===== config.mk =====
export PLATFORM = sky130hd
export DESIGN_NAME = operand_sequencer
export DESIGN_NICKNAME = d
export VERILOG_FILES = /design/src/rtl/operand_sequencer.sv
export SDC_FILE = /design/constraint.sdc
export NUM_CORES = 1
export LEC_CHECK = 0
export BUFFER_PORTS_ARGS = -buffer_cell sky130_fd_sc_hd__buf_2
export CAP_MARGIN = 30
export CORE_MARGIN = 2
export CORE_UTILIZATION = 56
export DETAILED_ROUTE_END_ITERATION = 7
export GPL_TIMING_DRIVEN = 0
export PLACE_DENSITY = 0.79
export SLEW_MARGIN = 10
export SYNTH_ARGS = -nofsm -noshare
export SYNTH_HDL_FRONTEND = slang
export SYNTH_SLANG_ARGS = --single-unit

===== constraint.sdc =====
create_clock -name clock -period 2.45 [get_ports clock]
set_input_delay 0.49 -clock clock [delete_from_list [all_inputs] [get_ports clock]]
set_output_delay 0.49 -clock clock [all_outputs]
set_load 0.03 [all_outputs]

===== src/rtl/operand_sequencer.sv =====
// Multicycle operand-select sequencer: walks one decoded instruction class through
// EXEC / MEM_REQ / MEM_WAIT / WB, driving the operand mux code, write strobes and LSU handshake.
module operand_sequencer #(
   parameter int MEM_TIMEOUT = 255,
   parameter int CNT_W       = 8
) (
   input  logic       clock,
   input  logic       reset,
   input  logic       io_in_valid,
   output logic       io_in_ready,
   input  logic [2:0] io_in_op,
   output logic [2:0] io_data_control,
   output logic       io_reg_wen,
   output logic       io_pc_wen,
   output logic       io_mem_req_valid,
   input  logic       io_mem_req_ready,
   output logic       io_mem_is_store,
   input  logic       io_mem_resp_valid,
   output logic       io_done,
   output logic       io_err
);

   typedef enum logic [2:0] {S_IDLE, S_EXEC, S_MEM_REQ, S_MEM_WAIT, S_WB} state_t;

   localparam logic [2:0] OP_IMM = 3'd0, OP_PCREL = 3'd1, OP_LOAD = 3'd2,
                          OP_OP  = 3'd3, OP_STORE = 3'd4, OP_BRANCH = 3'd5;
   localparam logic [CNT_W-1:0] CNT_LAST = CNT_W'(MEM_TIMEOUT - 1);
   localparam logic [CNT_W-1:0] CNT_MAX  = '1;

   state_t           state, state_nxt;
   logic [2:0]       op_q;
   logic [CNT_W-1:0] cnt;
   logic             in_mem;
   logic             timeout;

   assign in_mem  = (state == S_MEM_REQ) || (state == S_MEM_WAIT);
   // >= rather than == so a handshake landing on the last allowed cycle still bounds MEM_WAIT
   assign timeout = (cnt >= CNT_LAST);

   always_ff @(posedge clock or negedge reset) begin
      if (!reset) begin
         state <= S_IDLE;
         op_q  <= 3'd0;
         cnt   <= '0;
      end else begin
         state <= state_nxt;
         if (state == S_IDLE && io_in_valid)
            op_q <= io_in_op;
         if (state == S_EXEC)
            cnt <= '0;
         else if (in_mem && cnt != CNT_MAX)
            cnt <= cnt + 1'b1;
      end
   end

   always_comb begin
      state_nxt        = state;
      io_in_ready      = 1'b0;
      io_data_control  = 3'd0;
      io_reg_wen       = 1'b0;
      io_pc_wen        = 1'b0;
      io_mem_req_valid = 1'b0;
      io_mem_is_store  = 1'b0;
      io_done          = 1'b0;
      io_err           = 1'b0;
      case (state)
         S_IDLE: begin
            io_in_ready = reset;
            if (io_in_valid) state_nxt = S_EXEC;
         end
         S_EXEC: begin
            state_nxt = S_IDLE;
            case (op_q)
               OP_IMM, OP_PCREL, OP_OP: begin
                  io_data_control = (op_q == OP_PCREL) ? 3'd1 : (op_q == OP_OP) ? 3'd3 : 3'd0;
                  io_reg_wen      = 1'b1;
                  io_pc_wen       = 1'b1;
                  io_done         = 1'b1;
               end
               OP_BRANCH: begin
                  io_data_control = 3'd3;
                  io_pc_wen       = 1'b1;
                  io_done         = 1'b1;
               end
               OP_LOAD, OP_STORE: state_nxt = S_MEM_REQ;
               default: begin
                  io_done = 1'b1;
                  io_err  = 1'b1;
               end
            endcase
         end
         S_MEM_REQ: begin
            io_mem_req_valid = 1'b1;
            io_mem_is_store  = (op_q == OP_STORE);
            if (io_mem_req_ready)
               state_nxt = S_MEM_WAIT;
            else if (timeout) begin
               io_done   = 1'b1;
               io_err    = 1'b1;
               state_nxt = S_IDLE;
            end
         end
         S_MEM_WAIT: begin
            if (io_mem_resp_valid) begin
               if (op_q == OP_STORE) begin
                  io_pc_wen = 1'b1;
                  io_done   = 1'b1;
                  state_nxt = S_IDLE;
               end else
                  state_nxt = S_WB;
            end else if (timeout) begin
               io_done   = 1'b1;
               io_err    = 1'b1;
               state_nxt = S_IDLE;
            end
         end
         S_WB: begin
            io_data_control = 3'd2;
            io_reg_wen      = 1'b1;
            io_pc_wen       = 1'b1;
            io_done         = 1'b1;
            state_nxt       = S_IDLE;
         end
         default: state_nxt = S_IDLE;
      endcase
   end

endmodule


# == After elaboration in Yosys (flattened, before gate mapping) ==
# Index checks and enable logic that the tools add are counted.
# totals
regBits,14
output_inout_bits,10
# classes
add_sub_neg,1
magnitude_cmp,1
eq_ne,11
mux,30
n_reduce_logical,10
# ops
operator,count
8-bit 2-to-1 mux,2
3-bit 2-to-1 mux,5
1-bit 2-to-1 mux,13
3-bit by 2-bit equality test with 1-bit output (second input constant),4
3-bit case mux with 4 select lines,1
3-bit equality test (second input constant),3
8-bit by 1-bit adder with 8-bit output (second input constant),1
8-bit >= comparator (second input constant),1
8-bit != test (second input constant),1
2-bit case mux with 2 select lines,2
3-bit by 1-bit equality test with 1-bit output (second input constant),2
3-bit logical NOT,2
2-bit 2-to-1 mux,3
1-bit case mux with 3 select lines,2
6-bit OR reduction,1
1-bit case mux with 4 select lines,1
4-bit OR reduction,1
3-bit OR reduction,1
1-bit logical AND,2
2-bit != test (second input constant),1
1-bit case mux with 2 select lines,1
2-bit nonzero test,1
2-bit OR reduction,1
1-bit logical OR,1

# == Logic depth before layout (Yosys ltp) ==
# Gate-level depths: netlist of run 1.
# logic_depth
word_depth,5
depth_mapped,6
ltp_nobuf,6

# == Worst setup path after synthesis of run 1 ==
# Ideal clock, no wire load.
# synth_timing
kind,register to output
startpoint,register state[1]
endpoint,output port io_err
arrival_ns,1.489
required_ns,1.960
path_slack_ns,0.471
path_stages_with_launch,5
path_cell_list,dfrtp_1 -> buf_2 -> nor2_1 -> nand2_1 -> o21ai_0
# synth_via
elab_chain_cells,2
elab_cells_between_ends,4
classes_between,3 x eq/ne; 1 x mux
# synth_lines
item,line,source
start: declaration,30,"state_t state, state_nxt;"
start signal: assignment,46,state <= state_nxt;
3-bit by 2-bit equality test with 1-bit output / 3-bit by 1-bit equality test with 1-bit output (equally long branches),66,case (state)
1-bit case mux with 3 select lines (*),66,
end: declaration,20,output logic io_err
# Mark *: on every way between the ends. The rest lies on a longest branch, timed or not.

# == Final worst setup path of run 1 ==
# layout_timing
startpoint,register state[0]
endpoint,output port io_data_control[0]
# layout_via
elab_chain_cells,2
elab_cells_between_ends,3
classes_between,2 x eq/ne; 1 x mux
# layout_lines
item,line,source
3-bit equality test / 3-bit by 1-bit equality test with 1-bit output (equally long branches),66,
2-bit case mux with 2 select lines (*),66,
end: declaration,12,"output logic [2:0] io_data_control,"
# Marked as above.

==> summary.txt, run 1 <==
Detailed routing
  – Total iterations of the first detailed-routing run: 4
  – DR iter-0 viols: 17
  – Routed Antenna Nets: 0
  – Wire per inst: 14.0 um
  – Final WL: 1770 um
  – Via density per instance: 6.10
  – Drt drc: 0
  – Via count: 768

Floorplan
  – Row count: 14
  – Initial core utilization: 58.7%
  – Total I/O pin count: 18
  – Die X-Extent: roughly 44 um
  – Height of the chip: 43.5 um
  – Core area: 1490 um2
  – Die area: around 1900 um2

Synthesis
  – Synth async-reset ratio: 100%
  – FF+latch count, synth: 14
  – Mean Syn Cell Area: 9.72 um2
  – Synthesis warning total: 0
  – Main synth FF type: dfrtp_1
  – Cell count after synthesis: 90
  – Distinct cells, synth: 39
  – Syn_nets: 100
  – Number of synthesized flops with an enable pin: 0
  – Sequential area share after synthesis: 40.1%
  – Mapped Area: 875 um2

CTS
  – TritonCTS Buffers: 3
  – Root buf cell: clkbuf_4
  – Setup bufs post-CTS: 0
  – H-tree depth: 1
  – # clock sinks: 14
  – CTS Hold Buffers Added: 0
  – Clk_lat worst skew: ~280 ps
  – CTS tree: yes
  – CTS resizes: 0
  – Clock buffer depth: 2
  – Clock transition at path regs: 100 ps

Cells and area
  – Final design utilization: roughly 68%
  – FF/Latch Area: 350 um2
  – Most used cells in the layout excluding fill and tap cells: 17 x buf_2, 14 x dfrtp_1, 8 x nand2_1
  – Fillers: around 110
  – Final net count: ~120
  – Ant diodes: 0
  – Leading cell type in the layout, fill and taps excluded: buf_2
  – Fraction of layout cells with a size suffix above 1: between 20 and 30%
  – Synth-to-Final Area Change: 15.6%
  – Total area of multi-input combinational cells: 493 um2

Pwr
  – PwrDens: between 1000 and 1500 nW/um2
  – Combinational share of power: 51.2%
  – Max IR drop VDD: 0.772 mV
  – Int Power: 588 uW
  – Clock power share: 15.1%
  – Sequential share of power: 33.7%
  – Switching Fraction: 48.0%
  – Leakage power: 0.477 nW
  – NetSw: between 500 and 600 uW

Worst setup path
  – RR Startpoint: cnt[0]
  – End of the critical path: io_data_control[0]
  – R2r endpoint: state[0]
  – Largest delay share family, worst path: simple AND/OR/NAND/NOR gates
  – Worst path bufs/invs: 2
  – Critical-path top delay cell: dfrtp_1
  – CP cell instances: inv_1 > nor3_1 > and3_1 > buf_2
  – Required @ worst endpoint: just under 2000 ps
  – CP max stage delay: 470 ps
  – Maximum fanout along the worst path: 8
  – Cells on worst reg2reg path: 6
  – CP Capture Type: output port
  – R2r setup slk: just under 1000 ps
  – Setup crit start: state[0]
  – Critical path depth: 4
  – Worst EP arrival: 1790 ps
  – Worst Setup Start Kind: flip-flop
  – WS Path Type: reg -> out

Timing
  – Maximum clock rate: 0.439 GHz
  – Slew @ Worst Pin: 514 ps
  – Part of the cycle the worst path needs: approximately 93%
  – Max-slew headroom: 65.4%
  – Skew final: 12.3 ps
  – Setup Viol. Count Final: 0
  – Fin crit period: approximately 2300 ps
  – Worst hold slack: 79.1 ps
  – RSZ-0062 raised after global routing: false
  – Setup TNS: 0 ps
  – Slew Limit Fails: 0
  – Final-report hold violation count: 0

GRT
  – Grt total ovfl: 0
  – Initial antenna violation count: 0
  – First-pass GRT wire length: ~3100 um
  – Vias in the first global route: 691
  – Largest net degree at the start of global routing: 16
  – Total track usage: 21.7%

Place
  – Routability Congestion: 0.810
  – Port bufs: 16
  – Hpwl dp: roughly 1300 um

Outcome
  – Outcome: finished, final reports clean

Flow run
  – Max Cap Violations: 0

Hold path
  – Hold Path Class: in -> async
-- metrics by stage --
step / setup slack, ps / instances / area, um2 / total power, mW
2_1_floorplan: 471 / 90 / 875 / 0.808
3_3_place_gp: 525 / 122 / 975 / 0.943
3_5_place_dp: 528 / 122 / 975 / 0.957
4_1_cts: 188 / 126 / 1010 / 1.14
5_1_grt: 74.0 / 126 / 1010 / 1.21
6_report: 172 / 126 / 1010 / 1.13
-- power groups by stage --
stage	combinational, mW	sequential, mW	clock, mW
2_1_floorplan	0.448	0.359	0
3_3_place_gp	0.566	0.377	0
3_5_place_dp	0.575	0.382	0
4_1_cts	0.582	0.378	0.176
5_1_grt	0.635	0.390	0.183
6_report	0.579	0.382	0.171
-- synth_stat cells (2+ instances only) --
| cell type | number | area, um2 |
|---|---|---|
| nor3_1 | 4 | 20.0 |
| o31ai_1 | 2 | 15.0 |
| o211ai_1 | 3 | 22.5 |
| inv_1 | 5 | 18.8 |
| nand4_1 | 2 | 12.5 |
| nand2_1 | 8 | 30.0 |
| a21oi_1 | 3 | 15.0 |
| and3_1 | 4 | 25.0 |
| ha_1 | 2 | 25.0 |
| o21ai_0 | 5 | 25.0 |
| nand3_1 | 5 | 25.0 |
| mux2_2 | 2 | 22.5 |
| nor2_1 | 5 | 18.8 |
| dfrtp_1 | 14 | 350 |
| xor2_1 | 2 | 17.5 |
-- how the worst min path moves through the flow --
stage / end / startpoint / slack (ps) / cells past startpoint
2_1_floorplan: cnt[0] / reset / 190 / 0
4_1_cts: state[2] / reset / 90 / 1
6_report: state[2] / reset / 80 / 1
5_1_grt: state[2] / reset / 110 / 1
3_3_place_gp: state[2] / reset / 410 / 1
3_5_place_dp: state[2] / reset / 410 / 1
-- layer usage --
metal  wire length, um  GRT usage (%)  up-vias
li1                  -              -      377
met1               821           31.6      368
met2               839           31.9       21
met3                90           2.50        2
met4                17           10.9        0
met5                 0              0        -
-- flip-flops by register name, summed over array words and instances, names as in the netlist --
name   flops
cnt        8
op_q       3
state      3
-- logic make-up after synthesis --
| family | after synthesis | synth area share, % |
|---|---|---|
| buf+inv | 7 | 3.58 |
| xor+xnor | 3 | 3.00 |
| compound gates | 21 | 18.9 |
| simple gates | 38 | 26.3 |
| other cells | 1 | 0.429 |
| fa+ha+maj | 3 | 4.01 |
| mux | 3 | 3.72 |
| flops | 14 | 40.1 |
-- final cells by class --
type / count / area share, %
buffer: 2 / 1.24
clock buffer: 4 / 3.59
inverter: 5 / 1.86
multi-input combinational: 69 / 48.8
sequential: 14 / 34.7
tap: 16 / 1.98
timing repair buffer: 16 / 7.92
Note: power is estimated with default switching activity, not from simulation.
==> run 2, diff against run 1 <==
Settings changed: PLACE_DENSITY 0.79 to 0.89.
==> summary.txt, run 2 (synthesis results as in run 1) <==
Pwr
  – PwrDens: 1130 nW/um2
  – Leakage power: 0.480 nW
  – Total power: roughly 1.1 mW
  – Max IR drop VDD: 0.791 mV

Timing
  – RSZ-0062 raised after global routing: false
  – Skew final: roughly 5.1 ps
  – Setup Viol. Count Final: 0
  – Slew Limit Fails: 0
  – Final-report hold violation count: 0
  – Worst hold slack: between 80 and 90 ps
  – Worst setup margin: 207 ps
  – Setup TNS: 0 ps
  – Maximum clock rate: 0.446 GHz
  – Part of the cycle the worst path needs: 91.6%
  – Fin crit period: 2240 ps

Cells and area
  – Leading cell type in the layout, fill and taps excluded: buf_2
  – Max FFs per register: 8
  – Synth-to-Final Area Change: 16.2%
  – Most used cells in the layout excluding fill and tap cells: 17 x buf_2, 14 x dfrtp_1, 8 x nand2_1
  – Fin area: 1020 um2
  – Top flop regs: cnt x8, op_q x3, state x3
  – Fraction of layout cells with a size suffix above 1: 28.2%
  – Fin cells: around 130
  – Ant diodes: 0
  – Final design utilization: 68.2%
  – Reg with most FFs: cnt
  – Final net count: 121

CTS
  – TritonCTS Buffers: 3
  – Setup bufs post-CTS: 0
  – Clock buffer depth: 2
  – H-tree depth: 1
  – # clock sinks: 14
  – Clock transition at path regs: 90 ps
  – CTS Hold Buffers Added: 0
  – Clk_lat worst skew: about 280 ps
  – Root buf cell: clkbuf_4
  – CTS tree: yes

Outcome
  – Outcome: finished, final reports clean

GRT
  – Grt total ovfl: 0
  – First-pass GRT wire length: 3080 um
  – Initial antenna violation count: 0
  – Largest net degree at the start of global routing: 16
  – Total track usage: 22.2%
  – Vias in the first global route: 656

Place
  – Routability Congestion: 0.855
  – Hpwl dp: 1430 um
  – Port bufs: 16
  – Placed inst area: a little under 1000 um2
  – Placed Cells: 122
  – DP Worst Slack: approximately 480 ps

Detailed routing
  – Via density per instance: 6.21
  – Routed Antenna Nets: 0
  – Wire per inst: 15.0 um
  – Total iterations of the first detailed-routing run: 4
  – Via count: 782
  – Final WL: 1890 um
  – DR iter-0 viols: 19
  – Drt drc: 0

Floorplan
  – Total I/O pin count: 18
  – Die X-Extent: 43.5 um
  – Row count: 14
  – Initial core utilization: 58.7%
  – Core area: 1490 um2
  – Die area: around 1900 um2
  – Height of the chip: 43.5 um

Flow run
  – Max Cap Violations: 0

Worst setup path
  – CP Capture Type: output port
  – WS Path Type: reg -> out
  – R2r endpoint: state[0]
  – R2r setup slk: 930 ps
  – Cells on worst reg2reg path: 6
  – Worst EP arrival: 1750 ps
  – Worst Setup Start Kind: flip-flop
  – Maximum fanout along the worst path: 8
  – Required @ worst endpoint: 1960 ps
  – Setup crit start: state[2]
  – RR Startpoint: cnt[0]

Hold path
  – Hold Path Class: in -> async
## run 2: cell count changes in the layout (fill, tap and decap cells not counted)
cell	previous run	this run
nor3_1	4	3
nor3_2	1	2
## run 2: report_power, final
| group | leakage [nW] | internal, mW | switching [mW] |
|---|---|---|---|
| logic | 0.275 | 0.205 | 0.383 |
| clock network | 0.0210 | 0.0905 | 0.0792 |
| registers | 0.184 | 0.293 | 0.0947 |
## run 2: worst max-delay path by stage
| stage | end | slack (ps) | depth (start not counted) |
|---|---|---|---|
| 2_1_floorplan | io_err | 470 | 4 |
| 3_3_place_gp | io_data_control[0] | 490 | 4 |
| 3_5_place_dp | io_data_control[0] | 480 | 4 |
| 4_1_cts | io_data_control[0] | 140 | 4 |
| 5_1_grt | io_done | 150 | 4 |
| 6_report | io_done | 210 | 4 |
## run 2: layer usage
layer | up-vias | share of wire [%] | track usage (%)
li1 | 385 | - | -
met1 | 370 | 46 | 29.7
met2 | 23 | 48 | 37.0
met3 | 4 | 4.2 | 2.50
met4 | 0 | 1.8 | 8.48
met5 | - | 0 | 0
## run 2: area by class of cell
class / instances / area, um2
Multi-Input combinational cell: 69 / 498
Inverter: 5 / 18.8
Fill cell: 125 / 473
Clock buffer: 4 / 36.3
Tap cell: 16 / 20.0
Buffer: 2 / 12.5
Sequential cell: 14 / 350
Timing Repair Buffer: 16 / 80.1
## run 2: timing repair
action	CTS	global route
setup endpoints to repair	0	1
hold endpoints to repair	0	0
gates resized for setup	0	1
## run 2: worst max-delay path: stages (launching register included)
cell      delay, ps
dfrtp_1         480
nand2b_1        270
o32a_1          390
o211ai_1         90
buf_2           230
